### config.mk
export PLATFORM = sky130hd
export DESIGN_NAME = axi_read_arbiter_flat
export DESIGN_NICKNAME = d
export VERILOG_FILES = /design/src/rtl/axi_read_arbiter_pkg.sv /design/src/rtl/axi_read_arbiter_if.sv /design/src/rtl/axi_read_arbiter_rr_pick3.sv /design/src/rtl/axi_read_arbiter.sv /design/src/flat_wrapper.sv
export SDC_FILE = /design/constraint.sdc
export NUM_CORES = 1
export LEC_CHECK = 0
export BUFFER_PORTS_ARGS = -buffer_cell sky130_fd_sc_hd__clkbuf_2
export CORE_ASPECT_RATIO = 1.2
export CORE_UTILIZATION = 53
export CTS_BUF_LIST = sky130_fd_sc_hd__clkbuf_8
export DETAILED_ROUTE_END_ITERATION = 12
export GPL_TIMING_DRIVEN = 0
export HOLD_SLACK_MARGIN = 0.05
export MAX_ROUTING_LAYER = met4
export PLACE_DENSITY = 0.78
export SLEW_MARGIN = 30
export SYNTH_ARGS = -nofsm -noshare
export SYNTH_HDL_FRONTEND = slang
export SYNTH_HIERARCHICAL = 1
export SYNTH_SLANG_ARGS = --single-unit
### constraint.sdc
create_clock -name clk_i -period 1.9 [get_ports clk_i]
set_clock_uncertainty 0.05 [all_clocks]
set_input_delay 0.19 -clock clk_i [delete_from_list [all_inputs] [get_ports clk_i]]
set_output_delay 0.19 -clock clk_i [all_outputs]
set_load 0.005 [all_outputs]
### src/rtl/axi_read_arbiter_pkg.sv
// Shared types and constants for the AXI read-address arbiter.
// Holds the state encoding, the grant vector type and the round-robin pointer helper.
package axi_read_arbiter_pkg;

  localparam int unsigned NUM_MST  = 3;
  localparam int unsigned LEN_BITS = 8;

  typedef logic [NUM_MST-1:0] grant_t;

  typedef enum logic [1:0] {
    StIdle,
    StAddr,
    StData
  } arb_state_e;

  // Priority moves to the master just after the winner, wrapping at NUM_MST.
  function automatic logic [1:0] next_ptr(input logic [1:0] idx);
    return (idx == 2'(NUM_MST - 1)) ? 2'd0 : idx + 2'd1;
  endfunction

endpackage

### src/rtl/axi_read_arbiter_if.sv
// Request, handshake and grant signals shared between the arbiter and the AR/R datapath.
// The slave modport is the arbiter's view; master is the datapath/driver view.
interface axi_read_arbiter_if #(
  parameter int unsigned LEN_W = axi_read_arbiter_pkg::LEN_BITS
) ();

  logic             m0_arvalid;
  logic             m1_arvalid;
  logic             m2_arvalid;
  logic             arvalid;
  logic             arready;
  logic [LEN_W-1:0] arlen;
  logic             rvalid;
  logic             rready;
  logic             rlast;
  logic             m0_rgrnt;
  logic             m1_rgrnt;
  logic             m2_rgrnt;
  logic             busy;
  logic             len_err;

  modport slave (
    input  m0_arvalid, m1_arvalid, m2_arvalid,
    input  arvalid, arready, arlen,
    input  rvalid, rready, rlast,
    output m0_rgrnt, m1_rgrnt, m2_rgrnt,
    output busy, len_err
  );

  modport master (
    output m0_arvalid, m1_arvalid, m2_arvalid,
    output arvalid, arready, arlen,
    output rvalid, rready, rlast,
    input  m0_rgrnt, m1_rgrnt, m2_rgrnt,
    input  busy, len_err
  );

endinterface

### src/rtl/axi_read_arbiter_rr_pick3.sv
// Combinational rotating-priority picker for three requesters.
// Searches upward from ptr (wrapping) and returns the first requester as one-hot plus index.
module axi_read_arbiter_rr_pick3
  import axi_read_arbiter_pkg::*;
(
  input  grant_t     req,
  input  logic [1:0] ptr,
  output grant_t     gnt,
  output logic [1:0] idx
);

  always_comb begin
    logic       found;
    logic [1:0] cidx;
    int         c;
    gnt   = '0;
    idx   = '0;
    found = 1'b0;
    cidx  = '0;
    c     = 0;
    for (int k = 0; k < int'(NUM_MST); k++) begin
      c    = (int'(ptr) + k) % int'(NUM_MST);
      cidx = 2'(c);
      if (!found && req[cidx]) begin
        found     = 1'b1;
        gnt[cidx] = 1'b1;
        idx       = cidx;
      end
    end
  end

endmodule

### src/rtl/axi_read_arbiter.sv
// Round-robin owner of the shared AR channel; holds the grant through the read burst
// (optionally) and flags bursts whose beat count disagrees with the captured ARLEN.
module axi_read_arbiter
  import axi_read_arbiter_pkg::*;
#(
  parameter bit          LOCK_UNTIL_RLAST = 1'b1,
  parameter int unsigned LEN_W            = LEN_BITS
) (
  input  logic                    clk_i,
  input  logic                    rst_ni,
  axi_read_arbiter_if.slave       bus
);

  arb_state_e       state_q, state_d;
  grant_t           grant_q, grant_d;
  logic [1:0]       rr_ptr_q, rr_ptr_d;
  logic [LEN_W-1:0] beat_cnt_q, beat_cnt_d;
  logic [LEN_W-1:0] len_q, len_d;
  logic             over_q, over_d;
  logic             len_err_q, len_err_d;

  grant_t     req;
  grant_t     pick_gnt;
  logic [1:0] pick_idx;
  logic       ar_hs;
  logic       r_beat;
  logic       beat_max;

  assign req      = {bus.m2_arvalid, bus.m1_arvalid, bus.m0_arvalid};
  assign ar_hs    = bus.arvalid & bus.arready;
  assign r_beat   = bus.rvalid & bus.rready;
  assign beat_max = (beat_cnt_q == '1);

  axi_read_arbiter_rr_pick3 u_pick (
    .req (req),
    .ptr (rr_ptr_q),
    .gnt (pick_gnt),
    .idx (pick_idx)
  );

  always_comb begin
    state_d    = state_q;
    grant_d    = grant_q;
    rr_ptr_d   = rr_ptr_q;
    beat_cnt_d = beat_cnt_q;
    len_d      = len_q;
    over_d     = over_q;
    len_err_d  = 1'b0;
    case (state_q)
      StIdle: begin
        if (|req) begin
          grant_d  = pick_gnt;
          rr_ptr_d = next_ptr(pick_idx);
          state_d  = StAddr;
        end
      end
      StAddr: begin
        if (ar_hs) begin
          len_d      = bus.arlen;
          beat_cnt_d = '0;
          over_d     = 1'b0;
          if (LOCK_UNTIL_RLAST) begin
            state_d = StData;
          end else begin
            grant_d = '0;
            state_d = StIdle;
          end
        end
      end
      StData: begin
        if (r_beat) begin
          if (!beat_max) beat_cnt_d = beat_cnt_q + LEN_W'(1);
          // An overrun already reported suppresses a second pulse at RLAST.
          if (bus.rlast) begin
            len_err_d = !over_q && (beat_cnt_q != len_q);
            grant_d   = '0;
            state_d   = StIdle;
          end else if (!over_q && (beat_cnt_q == len_q)) begin
            len_err_d = 1'b1;
            over_d    = 1'b1;
          end
        end
      end
      default: begin
        grant_d = '0;
        state_d = StIdle;
      end
    endcase
  end

  always_ff @(posedge clk_i or negedge rst_ni) begin
    if (!rst_ni) begin
      state_q    <= StIdle;
      grant_q    <= '0;
      rr_ptr_q   <= '0;
      beat_cnt_q <= '0;
      len_q      <= '0;
      over_q     <= 1'b0;
      len_err_q  <= 1'b0;
    end else begin
      state_q    <= state_d;
      grant_q    <= grant_d;
      rr_ptr_q   <= rr_ptr_d;
      beat_cnt_q <= beat_cnt_d;
      len_q      <= len_d;
      over_q     <= over_d;
      len_err_q  <= len_err_d;
    end
  end

  assign bus.m0_rgrnt = grant_q[0];
  assign bus.m1_rgrnt = grant_q[1];
  assign bus.m2_rgrnt = grant_q[2];
  assign bus.busy     = (state_q != StIdle);
  assign bus.len_err  = len_err_q;

endmodule

### src/flat_wrapper.sv
// flat-port wrapper written by rule: the top's interface ports become plain ports
module axi_read_arbiter_flat import axi_read_arbiter_pkg::*;
#(
  parameter bit          LOCK_UNTIL_RLAST = 1'b1,
  parameter int unsigned LEN_W            = LEN_BITS
)
  (clk_i, rst_ni, bus_m0_arvalid, bus_m1_arvalid, bus_m2_arvalid, bus_arvalid, bus_arready, bus_arlen, bus_rvalid, bus_rready, bus_rlast, bus_m0_rgrnt, bus_m1_rgrnt, bus_m2_rgrnt, bus_busy, bus_len_err);
  axi_read_arbiter_if #(.LEN_W(LEN_W)) bus_i ();
  input  logic clk_i;
  input  logic rst_ni;
  input wire logic [$bits(bus_i.m0_arvalid)-1:0] bus_m0_arvalid;
  input wire logic [$bits(bus_i.m1_arvalid)-1:0] bus_m1_arvalid;
  input wire logic [$bits(bus_i.m2_arvalid)-1:0] bus_m2_arvalid;
  input wire logic [$bits(bus_i.arvalid)-1:0] bus_arvalid;
  input wire logic [$bits(bus_i.arready)-1:0] bus_arready;
  input wire logic [$bits(bus_i.arlen)-1:0] bus_arlen;
  input wire logic [$bits(bus_i.rvalid)-1:0] bus_rvalid;
  input wire logic [$bits(bus_i.rready)-1:0] bus_rready;
  input wire logic [$bits(bus_i.rlast)-1:0] bus_rlast;
  output wire logic [$bits(bus_i.m0_rgrnt)-1:0] bus_m0_rgrnt;
  output wire logic [$bits(bus_i.m1_rgrnt)-1:0] bus_m1_rgrnt;
  output wire logic [$bits(bus_i.m2_rgrnt)-1:0] bus_m2_rgrnt;
  output wire logic [$bits(bus_i.busy)-1:0] bus_busy;
  output wire logic [$bits(bus_i.len_err)-1:0] bus_len_err;
  assign bus_i.m0_arvalid = bus_m0_arvalid;
  assign bus_i.m1_arvalid = bus_m1_arvalid;
  assign bus_i.m2_arvalid = bus_m2_arvalid;
  assign bus_i.arvalid = bus_arvalid;
  assign bus_i.arready = bus_arready;
  assign bus_i.arlen = bus_arlen;
  assign bus_i.rvalid = bus_rvalid;
  assign bus_i.rready = bus_rready;
  assign bus_i.rlast = bus_rlast;
  assign bus_m0_rgrnt = bus_i.m0_rgrnt;
  assign bus_m1_rgrnt = bus_i.m1_rgrnt;
  assign bus_m2_rgrnt = bus_i.m2_rgrnt;
  assign bus_busy = bus_i.busy;
  assign bus_len_err = bus_i.len_err;
  axi_read_arbiter #(.LOCK_UNTIL_RLAST(LOCK_UNTIL_RLAST), .LEN_W(LEN_W)) u_core (.clk_i(clk_i), .rst_ni(rst_ni), .bus(bus_i));
endmodule
==> key figures, run 1 <==
Timing
  – RSZ-0062 raised after global routing: true
  – Crit path time final: 1.874 ns
  – Max Slew Vio Count: 0
  – Slew @ Worst Pin: 0.6036 ns
  – Headroom to the max-slew limit: 59.76%
  – Setup_tns: 0 ns
  – Period utilization: 98.63%
  – Fmax: 0.5337 GHz
  – Hold Vio Cnt, Final: 0
  – Worst setup margin: 0.02611 ns
  – Hold WS: 0.05130 ns
  – Final setup fails: 0

Die
  – Site Rows: 21
  – Die Y: 61.01 um
  – I/O pins: 23
  – Die ar.: 0.003122 mm2
  – Die Wd: 51.17 um
  – Initial Util: 55.21%
  – Core area: 0.002785 mm2

Drt
  – DR vias: 1350
  – Starting DRT DRC Count: 30
  – # DRC: 0
  – Vias/cell: 5.745
  – Drt first pass iters: 4
  – DRT antenna net count: 0
  – Wirelength, routed: 3.311 mm
  – Drt wl/cell: 14.09 um

Synth
  – YS warnings: 6
  – EDFF count, synth: 0
  – Yosys reg bits: 25
  – Ys async rst share: 100.0%
  – Post-synthesis sequential area ratio: 40.68%
  – Synth Instances: 169
  – Avg Cell Area, Syn: 9.099 um2
  – Syn Std Cell Area: 0.001538 mm2
  – Syn Nets: 192
  – Ys flop type: dfrtp_1
  – Netlist cell types: 43

Placement
  – Dpl cell area: 0.001690 mm2
  – Hpwl dp: 2.347 mm
  – Routability Congestion: 0.8532
  – Placed cells: 225
  – Count of buffers from port buffering: 22
  – Pre-CTS WS: -0.06671 ns

Worst hold path
  – Hold Crit Class: in2reg
  – Hold depth: 3

Final layout
  – Design area: 0.001859 mm2
  – Share of cells above drive strength 1: 27.86%
  – Area growth syn-to-layout: 20.91%
  – Antenna diodes: 0
  – Final net count: 225
  – Layout Cells excl Fill: 235
  – Filler cell count: 233

Global route
  – Initial antenna violation count: 0
  – Number of global-route vias before repair: 1272
  – GRT overflow: 0
  – Largest net degree at the start of global routing: 26
  – Total track usage: 23.51%
  – First-pass GRT wire length: 5.257 mm

Power and ir drop
  – VDD IR-drop max: 0.0008139 V
  – Leak: 0.8508 nW
  – PD cells: 1273 mW/mm2

Worst setup path
  – Critical path type: reg2reg
  – Worst Setup Start Kind: flip-flop
  – Worst EP arrival: 2.02 ns
  – Worst-case reg-to-reg path depth: 9
  – CP cell instances: inv_2 > ha_1 > buf_6 > mux2i_4 > o22ai_2 > a311oi_2 > a21oi_2 > nand2b_1 > o21ai_1
  – Crit-path slowest cell: dfrtp_1
  – Largest stage delay, worst path: 0.42 ns
  – Data required time of the worst path: 2.05 ns
  – Setup crit end kind: flip-flop
  – Worst Path Max Fanout: 7

Clock tree
  – CTS buffer count: 3
  – Htree depth: 1
  – Root Driver: clkbuf_8
  – CTS Sinks: 25
  – Clk buf depth: 2
  – CTS tree: done
  – Clock Latency Late Sink: 0.27 ns
  – Clock-pin slew on the worst setup and hold paths: 0.08 ns

Job
  – Max cap viols: 0

Outcome
  – Status: finished, final reports clean
[registers in the layout (all words and copies together) (netlist names)]
register            cells
u_core/grant_q          3
u_core/beat_cnt_q       8
u_core/len_q            8
u_core/state_q          2
u_core/rr_ptr_q         2
u_core/bus.len_err      1
u_core/over_q           1
[layout make-up]
cell class	instances	area, um2	area share [%]
buffer	4	28.78	1.548
inverter	7	26.28	1.413
clock inverter	1	3.754	0.2019
clock buffer	3	41.29	2.221
timing repair buffer	28	161.4	8.681
sequential	25	625.6	33.65
multi-input combinational	133	929.6	50.00
tap	34	42.54	2.288
[critical path: cells and delay by family (launching register included)]
family / cells / cell delay (ns)
simple gates: 1 / 0.15
buf+inv: 2 / 0.22
flops: 1 / 0.42
fa+ha+maj: 1 / 0.15
mux: 1 / 0.25
compound gates: 4 / 0.57
[cells in the mapped netlist (2+ instances only)]
library cell / count / area share, %
nand2_1: 39 / 9.5
dfrtp_1: 25 / 41
a21oi_1: 9 / 2.9
nor2_1: 9 / 2.2
mux2i_1: 8 / 5.2
xnor2_1: 8 / 4.6
inv_1: 7 / 1.7
o21ai_0: 7 / 2.3
ha_1: 5 / 4.1
or2_1: 5 / 2.0
a311oi_1: 3 / 1.7
a31oi_1: 3 / 1.2
nor2b_1: 3 / 1.2
a21boi_0: 2 / 0.98
and4_1: 2 / 1.1
buf_2: 2 / 0.65
nand2b_1: 2 / 0.81
nand4_1: 2 / 0.81
nor3_1: 2 / 0.65
o22ai_1: 2 / 0.81
o41ai_1: 2 / 1.1
[worst paths after layout]
| check | start | endpoint | slack, ns |
|---|---|---|---|
| worst max-delay path | u_core/rr_ptr_q[1] | u_core/rr_ptr_q[1] | 0.03 |
| worst min-delay path | bus_arlen[1] | u_core/len_q[1] | 0.05 |
| worst max register to register | u_core/rr_ptr_q[1] | u_core/rr_ptr_q[1] | 0.03 |
| worst min register to register | u_core/len_q[6] | u_core/len_q[6] | 0.45 |
| max in group asynchronous | rst_ni | u_core/rr_ptr_q[0] | 0.99 |
| min in group asynchronous | rst_ni | u_core/grant_q[2] | 0.41 |
[power breakdown]
group          internal [mW]  switching (mW)  leakage [nW]
clock                  0.145           0.161        0.0269
sequential             0.688           0.134         0.328
combinational          0.601           0.638         0.496
total                   1.43           0.933         0.851
[cells by family (layout without fill, tap and decap cells)]
kind of cell,count (synthesis),in the layout,synth area share [%]
AOI/OAI and AO/OA,36,36,15.79
and+or+nand+nor,75,75,25.14
DFF,25,25,40.68
buffers and inverters,11,43,3.581
muxes,9,9,6.184
adders and majority gates,5,5,4.068
xor gates and xnor gates,8,8,4.557
[layer usage]
layer  GRT usage [%]  up-vias  share of wire, %
met1           25.12      641                40
met5               -        -                 0
met3           3.258       13               3.7
li1                -      657                 -
met4           11.11        0               2.9
met2           42.67       39                53
[per-stage QoR]
stage	total power [mW]	utilization (%)
detailed placement	1.847	60.69
CTS	2.208	63.70
floorplan	1.584	-
finish	2.367	66.76
global placement	1.784	60.69
global route	2.532	66.76
[timing repair]
item | CTS | global route
endpoints found under the setup margin | 3 | 5
resized for setup | 3 | 16
endpoints found under the hold margin | 25 | 0
hold buffers | 1 | 0
buffers inserted | 2 | 3
pin swaps | 2 | 4
[cell usage in the layout, fill, tap and decap left out, types with 3 or more instances in the layout]
master,synthesis,layout
dfrtp_1,25,25
nand2_1,39,39
mux2i_1,8,6
or2_1,5,5
a21oi_2,1,4
o21ai_0,7,5
inv_1,7,7
a31oi_1,3,3
xnor2_1,8,8
ha_1,5,3
clkbuf_8,0,3
clkbuf_2,0,22
nor2_1,9,9
a21oi_1,9,6
buf_4,1,5
(Power assumes the default switching activity.)
==> run 2: changes to the inputs <==
--- a/config.mk
+++ b/config.mk
@@ -7,13 +7,14 @@
 export LEC_CHECK = 0
 export BUFFER_PORTS_ARGS = -buffer_cell sky130_fd_sc_hd__clkbuf_2
 export CORE_ASPECT_RATIO = 1.2
-export CORE_UTILIZATION = 53
+export CORE_MARGIN = 1.5
+export CORE_UTILIZATION = 58
 export CTS_BUF_LIST = sky130_fd_sc_hd__clkbuf_8
 export DETAILED_ROUTE_END_ITERATION = 12
 export GPL_TIMING_DRIVEN = 0
 export HOLD_SLACK_MARGIN = 0.05
 export MAX_ROUTING_LAYER = met4
-export PLACE_DENSITY = 0.78
+export PLACE_DENSITY = 0.81
 export SLEW_MARGIN = 30
 export SYNTH_ARGS = -nofsm -noshare
 export SYNTH_HDL_FRONTEND = slang
==> constraint.sdc (replaced) <==
create_clock -name clk_i -period 2.1 [get_ports clk_i]
set_clock_uncertainty 0.05 [all_clocks]
set_input_delay 0.21 -clock clk_i [delete_from_list [all_inputs] [get_ports clk_i]]
set_output_delay 0.21 -clock clk_i [all_outputs]
set_load 0.005 [all_outputs]
==> key figures, run 2 (synthesis results as in run 1) <==
Clock tree
  – Clock-pin slew on the worst setup and hold paths: 0.08 ns (about the same)
  – Post-CTS Setup Bufs: 0 (was 2)
  – Htree depth: 1 (unchanged)
  – Root Driver: clkbuf_8 (unchanged)
  – Clock Latency Late Sink: 0.27 ns (about the same)
  – CTS Sinks: 25 (unchanged)
  – Clk buf depth: 2 (unchanged)
  – CTS tree: done (unchanged)
  – CTS buffer count: 3 (unchanged)

Drt
  – # DRC: 0 (unchanged)
  – Drt wl/cell: 14.51 um (was 14.09 um)
  – Max layer used: met4 (unchanged)
  – DRT antenna net count: 0 (unchanged)
  – Drt first pass iters: 4 (unchanged)
  – Wirelength, routed: 3.323 mm (was 3.311 mm)
  – WL met1: 1.286 mm (was 1.336 mm)
  – Metal3 WL: 162 um (was 121 um)
  – Vias/cell: 5.856 (was 5.745)
  – Starting DRT DRC Count: 41 (was 30)
  – DR vias: 1341 (was 1350)
  – Metal2 WL: 1.755 mm (was 1.756 mm)

Final layout
  – Most frequent cells in the layout: nand2_1 (39), dfrtp_1 (25), clkbuf_2 (22), nor2_1 (9), a21oi_1 (9) (was nand2_1 (39), dfrtp_1 (25), clkbuf_2 (22), nor2_1 (9), xnor2_1 (8))
  – Largest registers: u_core/beat_cnt_q: 8 flops, u_core/len_q: 8 flops, u_core/grant_q: 3 flops (unchanged)
  – Share of cells above drive strength 1: 20.41% (was 27.86%)
  – Final net count: 220 (was 225)
  – Layout Cells excl Fill: 229 (was 235)
  – Area growth syn-to-layout: 14.48% (was 20.91%)
  – Antenna diodes: 0 (unchanged)
  – Commonest non-fill, non-tap cell in the layout: nand2_1 (unchanged)

Placement
  – Hpwl dp: 2.512 mm (was 2.347 mm)
  – Placed cells: 224 (was 225)
  – Count of buffers from port buffering: 22 (unchanged)
  – Routability Congestion: 0.8485 (was 0.8532)

Worst setup path
  – Reg2reg end: u_core/rr_ptr_q[1] (unchanged)
  – CP cell instances: inv_1 > ha_1 > buf_6 > mux2i_2 > o22ai_2 > a311oi_2 > a21oi_1 > nand2b_1 > o21ai_0 (was inv_2 > ha_1 > buf_6 > mux2i_4 > o22ai_2 > a311oi_2 > a21oi_2 > nand2b_1 > o21ai_1)
  – Worst-case reg-to-reg path depth: 9 (unchanged)
  – Worst r2r src: u_core/rr_ptr_q[1] (unchanged)
  – Worst Path Max Fanout: 7 (unchanged)
  – Setup crit end kind: flip-flop (unchanged)
  – WP buf/inv: 2 (unchanged)
  – Worst EP arrival: 2.14 ns (was 2.02 ns)
  – Reg-to-reg slack, setup: 0.11 ns (was 0.03 ns)
  – Critical path type: reg2reg (unchanged)
  – Crit-path slowest cell: dfrtp_1 (unchanged)
  – Largest stage delay, worst path: 0.42 ns (about the same)
  – Family with the most delay on the worst path: compound AO/OA/AOI/OAI gates (unchanged)
  – Data required time of the worst path: 2.25 ns (was 2.05 ns)
  – Worst Setup Start Kind: flip-flop (unchanged)

Timing
  – Headroom to the max-slew limit: 59.04% (was 59.76%)
  – Setup_tns: 0 ns (unchanged)
  – Hold Vio Cnt, Final: 0 (unchanged)
  – Max Slew Vio Count: 0 (unchanged)
  – Crit path time final: 1.995 ns (was 1.874 ns)
  – Slew @ Worst Pin: 0.6144 ns (was 0.6036 ns)
  – Period utilization: 94.98% (was 98.63%)
  – Final setup fails: 0 (unchanged)
  – Fmax: 0.5013 GHz (was 0.5337 GHz)
  – RSZ-0062 raised after global routing: false (was true)

Die
  – I/O pins: 23 (unchanged)
  – Site Rows: 20 (was 21)
  – Die Y: 59.41 um (was 61.01 um)
  – Die Wd: 50.01 um (was 51.17 um)
  – Core area: 0.002527 mm2 (was 0.002785 mm2)
  – Initial Util: 60.84% (was 55.21%)
  – Die ar.: 0.002971 mm2 (was 0.003122 mm2)

Power and ir drop
  – VDD IR-drop max: 0.0005473 V (was 0.0008139 V)
  – Leak: 0.8179 nW (was 0.8508 nW)
  – PD cells: 1130 mW/mm2 (was 1273 mW/mm2)

Outcome
  – Status: finished, final reports clean (unchanged)

Global route
  – First-pass GRT wire length: 5.782 mm (was 5.257 mm)
  – Number of global-route vias before repair: 1381 (was 1272)
  – GRT overflow: 0 (unchanged)
  – Largest net degree at the start of global routing: 26 (unchanged)
  – Total track usage: 26.49% (was 23.51%)
  – Initial antenna violation count: 0 (unchanged)

Worst hold path
  – Hold depth: 3 (unchanged)
  – Worst Hold End: u_core/len_q[6] (was u_core/len_q[1])
  – Hold_sp: bus_arlen[6] (was bus_arlen[1])
  – Hold Crit Class: in2reg (unchanged)

Job
  – Max cap viols: 0 (unchanged)
==> run 2: layer usage <==
| layer | GRT usage, % | vias up |
|---|---|---|
| met5 | - | - |
| met4 | 17.46 | 0 |
| met3 | 4.293 | 13 |
| met2 | 46.05 | 43 |
| met1 | 27.55 | 638 |
| li1 | - | 647 |
==> run 2: cell type report <==
type,instances,area [um2]
multi-input cells,133,873.3
fillers,208,767.0
flip-flops and latches,25,625.6
repair buffers,23,120.1
clock buffers,3,41.29
well taps,33,41.29
plain buffers,4,28.78
inverters,7,26.28
clock inverters,1,3.754
==> run 2: power breakdown <==
part	total, mW	switching (mW)	internal (mW)
registers	0.744	0.121	0.622
logic	0.961	0.518	0.443
clock network	0.285	0.153	0.131
==> run 2: through the flow <==
step | util, % | instance area (um2) | power (mW) | setup WS [ns] | hold WS [ns]
after floorplan | - | 1538 | 1.433 | 0.3547 | -0.1356
after global placement | 66.83 | 1689 | 1.615 | 0.2098 | 0.1836
after detailed placement | 66.83 | 1689 | 1.675 | 0.1034 | 0.2030
after CTS | 69.01 | 1744 | 1.961 | 0.06172 | 0.06835
after global routing | 69.65 | 1760 | 2.147 | 0.007932 | 0.07414
final | 69.65 | 1760 | 1.989 | 0.1054 | 0.07182
==> run 2: what timing repair did <==
action	CTS	global route
endpoints found under the hold margin	25	0
hold buffers	1	0
setup endpoints to repair	0	2
resized for setup	0	3
==> run 2: how the worst max path moves through the flow <==
stage                       startpoint  slack [ns]  cells past startpoint                  to
floorplan           u_core/rr_ptr_q[1]        0.35                      9  u_core/rr_ptr_q[1]
global placement    u_core/rr_ptr_q[1]        0.21                      9  u_core/rr_ptr_q[1]
detailed placement  u_core/rr_ptr_q[1]        0.10                      9  u_core/rr_ptr_q[1]
CTS                 u_core/rr_ptr_q[1]        0.06                      9  u_core/rr_ptr_q[1]
global route        u_core/rr_ptr_q[1]       0.008                      9  u_core/rr_ptr_q[1]
finish              u_core/rr_ptr_q[1]        0.11                      9  u_core/rr_ptr_q[1]
==> run 2: worst min-delay path, cell delays in order <==
cell	delay, ns
clkbuf_2	0.07
nand2_1	0.04
nand2_1	0.05
